[src/rtl/hdu_pkg.sv]
// ---------------------------------------------------------------------------
// hdu_pkg
// Shared types and constants for the hazard/stall controller (hdu_sb).
//   shadow_t       : one shadow-pipeline entry {valid, rdwren, rd}
//   PREG_*         : pipeline-register indices (0 = IF/ID ... 3 = MEM/WB)
//   REG_X0         : the hardwired-zero register, never a real dependency
//   SHADOW_BUBBLE  : value loaded into a shadow entry when a bubble is inserted
//   srcHit()       : true when an entry produces a register an ID source reads
// ---------------------------------------------------------------------------
package hdu_pkg;

    typedef struct packed {
        logic       valid;
        logic       rdwren;
        logic [4:0] rd;
    } shadow_t;

    localparam int PREG_IFID  = 0;
    localparam int PREG_IDEX  = 1;
    localparam int PREG_EXMEM = 2;
    localparam int PREG_MEMWB = 3;

    localparam logic [4:0] REG_X0 = 5'd0;

    localparam shadow_t SHADOW_BUBBLE = '{valid: 1'b0, rdwren: 1'b0, rd: REG_X0};

    // A pending write to x0 is discarded by the regfile, and a source that
    // the instruction does not actually read can never create a hazard.
    function automatic logic srcHit(
        input shadow_t    entry,
        input logic [4:0] rs1,
        input logic [4:0] rs2,
        input logic       rs1Used,
        input logic       rs2Used
    );
        return entry.valid && entry.rdwren && (entry.rd != REG_X0) &&
               ((rs1Used && (entry.rd == rs1)) || (rs2Used && (entry.rd == rs2)));
    endfunction

endpackage

[src/rtl/hdu_sat_cnt.sv]
// ---------------------------------------------------------------------------
// hdu_sat_cnt
// Saturating up-counter with synchronous clear; stops at MAX.
// Ports:
//   i_clk    : clock
//   i_reset  : synchronous active-high reset, count returns to 0
//   i_clear  : synchronous clear (lower priority than reset)
//   i_inc    : increment by one unless already at MAX
//   o_count  : current count
// ---------------------------------------------------------------------------
module hdu_sat_cnt #(
    parameter int               WIDTH = 8,
    parameter logic [WIDTH-1:0] MAX   = '1
) (
    input  logic             i_clk,
    input  logic             i_reset,
    input  logic             i_clear,
    input  logic             i_inc,
    output logic [WIDTH-1:0] o_count
);

    logic [WIDTH-1:0] r_count;

    // Count register: clear beats increment, and the value sticks at MAX.
    always_ff @(posedge i_clk) begin
        if (i_reset) begin
            r_count <= '0;
        end else if (i_clear) begin
            r_count <= '0;
        end else if (i_inc && (r_count != MAX)) begin
            r_count <= r_count + 1'b1;
        end
    end

    assign o_count = r_count;

endmodule

[src/rtl/hdu_sb.sv]
// ---------------------------------------------------------------------------
// hdu_sb
// Hazard/stall controller for the 5-stage non-forwarding SRAM pipeline.
// Keeps a shadow copy of (valid, rdwren, rd) for every pipeline register
// downstream of IF/ID and stalls the ID instruction while any of the first
// HAZ_DEPTH shadow entries will still write one of its sources. Also handles
// branch/jump redirect flushes, whole-pipe SRAM freezes and an SRAM-stall
// watchdog.
//
// Ports:
//   i_clk, i_reset        : clock, synchronous active-high reset
//   i_sram_stall          : LSU/SRAM not ready, freeze the whole pipe
//   i_pcsel               : redirect taken by the instruction at BR_STAGE
//   i_is_br, i_is_uncbr   : that instruction is a branch / jal-jalr
//   i_id_valid            : IF/ID holds a real instruction
//   i_id_rdwren, i_id_rd  : ID destination write enable and register
//   i_id_rs1, i_id_rs2    : ID sources
//   i_id_rs1_used/rs2_used: source is actually read
//   o_pc_wren             : PC write enable
//   o_preg_wren           : per-pipeline-register write enable
//   o_preg_clear          : per-pipeline-register clear (load bubble)
//   o_raw_stall           : RAW stall active this cycle
//   o_sram_timeout        : sticky watchdog flag
//
// Optional feature, macro HDU_PERF_CNT_EN:
//   adds o_cnt_raw, o_cnt_flush, o_cnt_sram saturating performance counters.
// ---------------------------------------------------------------------------
module hdu_sb
    import hdu_pkg::*;
#(
    parameter int N_PREG    = 4,
    parameter int HAZ_DEPTH = 3,
    parameter int BR_STAGE  = 2,
    parameter int TIMEOUT   = 1024,
    parameter int CNT_W     = 32
) (
    input  logic              i_clk,
    input  logic              i_reset,
    input  logic              i_sram_stall,
    input  logic              i_pcsel,
    input  logic              i_is_br,
    input  logic              i_is_uncbr,
    input  logic              i_id_valid,
    input  logic              i_id_rdwren,
    input  logic [4:0]        i_id_rd,
    input  logic [4:0]        i_id_rs1,
    input  logic [4:0]        i_id_rs2,
    input  logic              i_id_rs1_used,
    input  logic              i_id_rs2_used,
    output logic              o_pc_wren,
    output logic [N_PREG-1:0] o_preg_wren,
    output logic [N_PREG-1:0] o_preg_clear,
    output logic              o_raw_stall,
    output logic              o_sram_timeout
`ifdef HDU_PERF_CNT_EN
    ,
    output logic [CNT_W-1:0]  o_cnt_raw,
    output logic [CNT_W-1:0]  o_cnt_flush,
    output logic [CNT_W-1:0]  o_cnt_sram
`endif
);

    localparam int WD_W = $clog2(TIMEOUT + 1);

    shadow_t         r_sh [1:N_PREG-1];
    shadow_t         w_idEntry;
    logic            w_redirect;
    logic            w_raw;
    logic            w_rawStall;
    logic [WD_W-1:0] w_wdCount;
    logic            r_timeout;

    assign w_idEntry = '{valid: i_id_valid, rdwren: i_id_rdwren, rd: i_id_rd};

    // Hazard detection: only entries 1..HAZ_DEPTH matter, deeper producers
    // have already reached the register file by the time ID reads it.
    always_comb begin
        w_redirect = i_pcsel & (i_is_br | i_is_uncbr);
        w_raw      = 1'b0;
        for (int k = 1; k <= HAZ_DEPTH; k++) begin
            if (srcHit(r_sh[k], i_id_rs1, i_id_rs2, i_id_rs1_used, i_id_rs2_used)) begin
                w_raw = 1'b1;
            end
        end
        w_raw = w_raw & i_id_valid;
    end

    // Pipeline control outputs. An SRAM freeze overrides everything, a
    // redirect flushes the wrong-path instructions (so a RAW on a doomed
    // instruction is ignored), and a RAW stall holds PC and IF/ID while a
    // bubble is loaded into ID/EX.
    always_comb begin
        o_pc_wren    = 1'b1;
        o_preg_wren  = '1;
        o_preg_clear = '0;
        o_raw_stall  = 1'b0;
        if (i_reset) begin
            o_pc_wren    = 1'b0;
            o_preg_clear = '1;
        end else if (i_sram_stall) begin
            o_pc_wren   = 1'b0;
            o_preg_wren = '0;
        end else if (w_redirect) begin
            for (int k = 0; k < N_PREG; k++) begin
                o_preg_clear[k] = (k <= BR_STAGE);
            end
        end else if (w_raw) begin
            o_pc_wren               = 1'b0;
            o_preg_wren[PREG_IFID]  = 1'b0;
            o_preg_clear[PREG_IDEX] = 1'b1;
            o_raw_stall             = 1'b1;
        end
    end

    assign w_rawStall = o_raw_stall;

    // Shadow pipeline: tracks what each pipeline register will hold after
    // this edge, mirroring the bubbles the outputs above insert.
    always_ff @(posedge i_clk) begin
        if (i_reset) begin
            for (int k = 1; k < N_PREG; k++) begin
                r_sh[k] <= SHADOW_BUBBLE;
            end
        end else if (!i_sram_stall) begin
            r_sh[1] <= (w_redirect || w_raw) ? SHADOW_BUBBLE : w_idEntry;
            for (int k = 2; k < N_PREG; k++) begin
                r_sh[k] <= (w_redirect && (k <= BR_STAGE)) ? SHADOW_BUBBLE : r_sh[k-1];
            end
        end
    end

    // Watchdog: counts consecutive SRAM-stall cycles, any free cycle restarts it.
    hdu_sat_cnt #(
        .WIDTH (WD_W),
        .MAX   (WD_W'(TIMEOUT))
    ) u_watchdog (
        .i_clk   (i_clk),
        .i_reset (i_reset),
        .i_clear (~i_sram_stall),
        .i_inc   (i_sram_stall),
        .o_count (w_wdCount)
    );

    // Timeout flag is set on the same edge the count reaches TIMEOUT, so the
    // flag and the saturated count always appear together; it stays set
    // until reset.
    always_ff @(posedge i_clk) begin
        if (i_reset) begin
            r_timeout <= 1'b0;
        end else if (i_sram_stall && (w_wdCount == WD_W'(TIMEOUT - 1))) begin
            r_timeout <= 1'b1;
        end
    end

    assign o_sram_timeout = r_timeout;

`ifdef HDU_PERF_CNT_EN
    // Performance counters, saturating at all-ones.
    hdu_sat_cnt #(.WIDTH(CNT_W)) u_cntRaw (
        .i_clk   (i_clk),
        .i_reset (i_reset),
        .i_clear (1'b0),
        .i_inc   (w_rawStall),
        .o_count (o_cnt_raw)
    );

    hdu_sat_cnt #(.WIDTH(CNT_W)) u_cntFlush (
        .i_clk   (i_clk),
        .i_reset (i_reset),
        .i_clear (1'b0),
        .i_inc   (w_redirect & ~i_sram_stall),
        .o_count (o_cnt_flush)
    );

    hdu_sat_cnt #(.WIDTH(CNT_W)) u_cntSram (
        .i_clk   (i_clk),
        .i_reset (i_reset),
        .i_clear (1'b0),
        .i_inc   (i_sram_stall),
        .o_count (o_cnt_sram)
    );
`else
    logic w_unusedRawStall;
    assign w_unusedRawStall = w_rawStall;
`endif

endmodule

[config.mk]
export PLATFORM = sky130hd
export DESIGN_NAME = hdu_sb
export DESIGN_NICKNAME = d
export VERILOG_FILES = /design/src/rtl/hdu_pkg.sv /design/src/rtl/hdu_sat_cnt.sv /design/src/rtl/hdu_sb.sv
export SDC_FILE = /design/constraint.sdc
export NUM_CORES = 1
export LEC_CHECK = 0
export ABC_CLOCK_PERIOD_IN_PS = 4200
export CORE_ASPECT_RATIO = 0.8
export CORE_MARGIN = 5
export CORE_UTILIZATION = 45
export CTS_BUF_LIST = sky130_fd_sc_hd__clkbuf_2
export DETAILED_ROUTE_END_ITERATION = 7
export GPL_ROUTABILITY_DRIVEN = 0
export PLACE_DENSITY = 0.72
export SYNTH_ARGS = -nofsm -noshare
export SYNTH_HDL_FRONTEND = slang
export SYNTH_SLANG_ARGS = --single-unit
[constraint.sdc]
create_clock -name i_clk -period 4.2 [get_ports i_clk]
set_clock_uncertainty 0.2 [all_clocks]
set_input_delay 1.05 -clock i_clk [delete_from_list [all_inputs] [get_ports i_clk]]
set_output_delay 1.05 -clock i_clk [all_outputs]
set_load 0.02 [all_outputs]
**Word-level counts from Yosys, hierarchy flattened**

Memories as Yosys holds them, arrays and structs flattened.
Index checks and enable logic that the tools add are counted.
Widths: inputs -> output; s select.

- $add $sub $neg: 1
- Eq/ne operators: 8
- Muxes and demuxes: 28
- Bitwise operators: 7
- Reduce and logical (&&, ||, !) cells: 25

Operators with widths:

| operator | count |
|---|---|
| $mux 7 | 5 |
| $eq 5x5->1 | 6 |
| $mux 1 | 19 |
| $logic_and 1x1->1 | 17 |
| $reduce_bool 5->1 | 3 |
| $add 11x1->11 const B | 1 |
| $eq 11x10->1 const B | 1 |
| $ne 11x11->1 const B | 1 |
| $mux 4 | 2 |
| $mux 3 | 2 |
| $logic_or 1x1->1 | 4 |
| $or 1x1->1 | 4 |
| $and 1x1->1 | 2 |
| $reduce_or 2->1 | 1 |
| $not 1->1 | 1 |

- Bits in registers: 12
- Bits in writable memories: 21
- Input bits: 25
- Memories: 1

Memory list:

| name | depth | width | read ports | clocked after Yosys merged registers in | wr ports | line | RTL |
|---|---|---|---|---|---|---|---|
| r_sh | 3 | 7 | 3 | 0 | 3 | hdu_sb.sv:65 | `shadow_t r_sh [1:N_PREG-1];` |

**Longest topological paths before layout**

Gate-level depths: netlist (run 1).
An unclocked memory read counts as a cell.

- Depth in word-level cells: 13
- Mapped depth: 7
- Depth with buffers taken out: 7

**Modules after synthesis**

From an unflattened synthesis (run 1), not the netlist that was laid out.

- Cells, all modules: 197
- Area total of the unflattened synthesis: 2005.7 um^2

By module, submodules not included:

| module | times used | cells an instance | area an instance (um^2) | sequential area each (um^2) |
|---|---|---|---|---|
| hdu_sb | 1 | 123 | 1377.6 | 650.6 |
| hdu_sat_cnt | 1 | 74 | 628.1 | 220.2 |

**Least setup slack after synthesis (run 1)**

OpenSTA, ideal clock, no wires.

- Kind: input port to output port
- From: input port i_reset
- To: output port o_preg_wren[2]
- Arrival: 2.522 ns
- Setup slack: 0.428 ns
- Cell stages on the path: 3
- Cell sequence: nand2b_1 > clkbuf_1 > buf_4

- Longest elaborated chain between the ends: 1

RTL lines:

| item | line | RTL |
|---|---|---|
| from (decl) | hdu_sb.sv:38 | `input logic i_reset,` |
| $mux 4 | hdu_sb.sv:97 | `if (i_reset) begin` |
| to (decl) | hdu_sb.sv:51 | `output logic [N_PREG-1:0] o_preg_wren,` |

Every way passes these cells.

**Worst setup path in the final report (run 1)**

- From: input port i_id_rs2[4]
- To: output port o_pc_wren

- Longest elaborated chain between the ends: 12
- Elaborated cells on any way between the ends: 20
- Classes of those cells: 3 x eq/ne; 7 x mux; 1 x bitwise; 9 x reduce/logical

RTL lines:

| item | line | RTL |
|---|---|---|
| from (decl) | hdu_sb.sv:47 | `input logic [4:0] i_id_rs2,` |
| $eq 5x5->1 | hdu_pkg.sv:37 | `((rs1Used && (entry.rd == rs1)) \|\| (rs2Used && (entry.rd == rs2)));` |
| $logic_and 1x1->1 | hdu_pkg.sv:37 |  |
| $logic_or 1x1->1 | hdu_pkg.sv:37 |  |
| $logic_and 1x1->1 | hdu_pkg.sv:36 | `return entry.valid && entry.rdwren && (entry.rd != REG_X0) &&` |
| $mux 1 (2 in series) | hdu_sb.sv:81 | `if (srcHit(r_sh[k], i_id_rs1, i_id_rs2, i_id_rs1_used, i_id_rs2_used)) begin` |
| $mux 1 * | hdu_sb.sv:81 |  |
| $and 1x1->1 * | hdu_sb.sv:85 | `w_raw = w_raw & i_id_valid;` |
| $mux 1 * | hdu_sb.sv:107 | `end else if (w_raw) begin` |
| $mux 1 * | hdu_sb.sv:103 | `end else if (w_redirect) begin` |
| $mux 1 * | hdu_sb.sv:100 | `end else if (i_sram_stall) begin` |
| $mux 1 * | hdu_sb.sv:97 |  |
| to (decl) | hdu_sb.sv:50 | `output logic o_pc_wren,` |

Every way passes the cells marked *; elsewhere a longest branch is shown, timed or not.

==> results of run 1 <==
==> cell usage after synthesis (3+ instances only) <==
cell type  instances
o211a_1            6
xor2_1             6
inv_1              3
and2_1             8
nand3_1            3
nand2_1           13
dfxtp_1           12
or3_1              5
buf_4              5
o22ai_1            3
o21ai_0            4
edfxtp_1          21
and3_1            11
a21oi_1            5
xnor2_1           32
nor2_1            12
nand4_1            7
o311a_1            3
==> final cells by class <==
type                    instances  area share
well taps                      55      0.0284
flip-flops and latches         33       0.360
clock buffers                   5      0.0103
multi-input cells             135       0.392
inverters                       4     0.00620
repair buffers                 47       0.177
clock inverters                 3      0.0269
==> cell families (layout without fill, tap and decap cells) <==
| kind of cell | Yosys count | in the layout |
|---|---|---|
| and+or+nand+nor | 66 | 66 |
| buffers and inverters | 11 | 59 |
| adders and majority gates | 2 | 2 |
| xor gates and xnor gates | 38 | 38 |
| AOI/OAI and AO/OA | 29 | 29 |
| DFF | 33 | 33 |
==> registers in the layout, indices dropped and copies added, names as in the netlist <==
| signal | flops |
|---|---|
| r_sh | 21 |
| u_watchdog.o_count | 11 |
| o_sram_timeout | 1 |
==> timing repair <==
item,in CTS,in global routing
endpoints found under the setup margin,4,3
gates resized for setup,19,1
pin swaps,5,2
setup buffers,4,0
hold buffers,0,0
==> metal layers <==
layer / vias to the layer above / wire, µm
met3: 8 / 320
met1: 673 / 1950
met2: 49 / 1740
li1: 737 / -
met4: 0 / 64
met5: - / 0
==> final timing paths <==
kind	to	depth (start not counted)
max	o_pc_wren	8
min	u_watchdog.o_count[6]$_SDFFE_PP0P_	2
max reg2reg	r_sh[0][7]$_SDFFCE_PP0P_	7
min reg2reg	u_watchdog.o_count[6]$_SDFFE_PP0P_	2
==> cell usage in the layout, fill, tap and decap left out, drive strengths merged <==
master,count
clkdlybuf4s15,1
dlymetal6s2s,1
xor2,6
nor4,2
nand2b,2
nor2,12
nand4,7
a31oi,1
and3,11
inv,3
bufinv,2
clkdlybuf4s50,21
or3,5
a21oi,5
buf,12
o311a,3
o211a,6
ha,2
edfxtp,21
nand2,13
clkbuf,5
o31a,2
dlygate4sd2,12
nor3b,1
o21a,1
xnor2,32
a222oi,1
nand3,3
a22oi,1
a311oi,1
dfxtp,12
and2,9
clkinv,2
o21ai,4
o22ai,3
o21ba,1
nor3,1
==> stage by stage <==
stage | hold slack (ns) | cells | worst slack (ns)
2_1_floorplan | 0.267 | 179 | 0.428
3_3_place_gp | 0.279 | 270 | -0.474
3_5_place_dp | 0.306 | 270 | -0.563
4_1_cts | 0.328 | 282 | 0.00409
5_1_grt | 0.364 | 282 | 0.0432
6_report | 0.332 | 282 | 0.145
==> power by group <==
part,internal (mW),switching (mW)
registers,0.360,0.0158
logic,0.0631,0.0547
clock network,0.160,0.110
==> critical path, delay by kind of cell <==
family                 cells  cell delay (ns)
XOR/XNOR                   1             0.22
AND/OR/NAND/NOR            1             0.14
buffers and inverters      3             0.79
AO/OA/AOI/OAI              3             0.60
==> results.sh, run 1 <==
export IMPL_muxShareOfSynthArea=0
export IMPL_clkSinkCount=33
export IMPL_grt_met2_usage=0.254
export IMPL_die_h_um=67.5
export IMPL_pin_count=36
export IMPL_powerDensity_nw_per_um2=315
export IMPL_syn_avg_cell_area_um2=10.4
export IMPL_root_buffer="clkbuf_2"
export IMPL_drc=0
export IMPL_fillers=348
export IMPL_ys_ff_latch=33
export IMPL_insertedDiodeCount=0
export IMPL_cts_htree_levels=2
export IMPL_grtUsageTotal=0.165
export IMPL_vias_per_cell=5.20
export IMPL_post_dp_hpwl_mm=3.08
export IMPL_numCtsBuffers=5
export IMPL_synthAdderAreaFrac=0.0134
export IMPL_synth_top_area_frac=0.339
export IMPL_crit_chain="dlygate4sd2_1, xnor2_1, nand4_1, o22ai_2, a222oi_1, buf_4, o31a_2, dlygate4sd2_1"
export IMPL_use_met1=0.217
export IMPL_criticalPathCategory="primary input to primary output"
export IMPL_die_area_um2=5530
export IMPL_outcome="finished clean"
export IMPL_rsz0062_at_grt="no"
export IMPL_dr_pass1_iters=4
export IMPL_yosys_area_top_type="edfxtp_1"
export IMPL_cts_buffer_depth=2
export IMPL_synth_xor_area_share=0.179
export IMPL_crit_path_frequent_cell="dlygate4sd2_1"
export IMPL_p_total_mw=0.763
export IMPL_min_period_ns=4.05
export IMPL_yosys_warnings=0
export IMPL_rrSetupSlack_ns=1.77
export IMPL_nets=253
export IMPL_clk_pin_slew_ns=0.19
export IMPL_synth_simple_area_share=0.187
export IMPL_syn_inst=179
export IMPL_max_freq_mhz=247
export IMPL_slowest_stage="dlygate4sd2_1"
export IMPL_vias=1467
export IMPL_placed_area_um2=2290
export IMPL_stdcell_area_um2=2420
export IMPL_multi_input_area_um2=948
export IMPL_clock_latency_ns=0.38
export IMPL_p_leak_nw=0.957
export IMPL_wl_mm=4.07
export IMPL_hp_class="flip-flop to flip-flop"
export IMPL_final_antenna_net_count=0
export IMPL_fin_setup_tns_ns=0
export IMPL_ff_latch_area_um2=871
export IMPL_tritoncts="yes"
export IMPL_chipWidth_um=81.9
export IMPL_syn_nets=206
export IMPL_row_count=20
export IMPL_rr_startpoint="r_sh[0][14]$_SDFFCE_PP0P_"
export IMPL_crit_arrival_ns=2.80
export IMPL_period_share=0.965
export IMPL_core_area_um2=3900
export IMPL_hold_path_startpoint="u_watchdog.o_count[6]$_SDFFE_PP0P_"
export IMPL_worstPathRequired_ns=2.95
export IMPL_synth_cell_types=33
export IMPL_grt_pass1_wl_mm=6.77
export IMPL_peakVddDrop_mv=0.220
export IMPL_synth_area_um2=1860
export IMPL_synth_main_ff_cell="edfxtp_1"
export IMPL_crit_path_start_kind="primary input"
export IMPL_hold_viol_final=0
export IMPL_maxCapViolations=0
export IMPL_synth_compound_area_share=0.120
export IMPL_tightest_slew_ns=0.532
export IMPL_grt_start_max_net_pins=22
export IMPL_drv_slew=0
export IMPL_antenna_found_initial=0
export IMPL_synth_edf_count=21
export IMPL_grt_busiest_layer="met2"
export IMPL_critPathMaxFanout=4
export IMPL_synthArstFlopShare=0
export IMPL_post_route_util=0.621
export IMPL_drt_iter0_drc=98
export IMPL_critPathLaunch="i_id_rs2[4]"
export IMPL_synth_top_family_by_area="simple AND/OR/NAND/NOR gates"
export IMPL_yosys_top_cells_area="edfxtp_1 34%, xnor2_1 15%, dfxtp_1 13%"
export IMPL_wl_per_cell_um=14.4
export IMPL_port_buffer_count=35
export IMPL_critPathCaptureType="primary output"
export IMPL_synth_seq_area_share=0.468
export IMPL_cp_slowest_stage_delay_ns=0.32
export IMPL_relSlewSlack=0.642
export IMPL_first_global_vias=1537
export IMPL_start_util=0.477
export IMPL_syn2layout_area_growth_pct=30.2
export IMPL_setup_violations=0
export IMPL_grt_overflow=0
export IMPL_drive_gt1_frac=0.123
export IMPL_grt_use_met3=0.0587
(Power assumes the default switching activity.)
==> run 2: changes to the inputs <==
- SKIP_LAST_GASP: not set -> 1
==> results of run 2 <==
The final DEF is identical to that of run 1; final timing and power are the same.
==> run 3: changes to the inputs <==
- ABC_CLOCK_PERIOD_IN_PS: 4200 -> not set
- CTS_CLUSTER_DIAMETER: not set -> 30
==> results of run 3 <==
The final DEF is identical to that of run 1; final timing and power are the same.
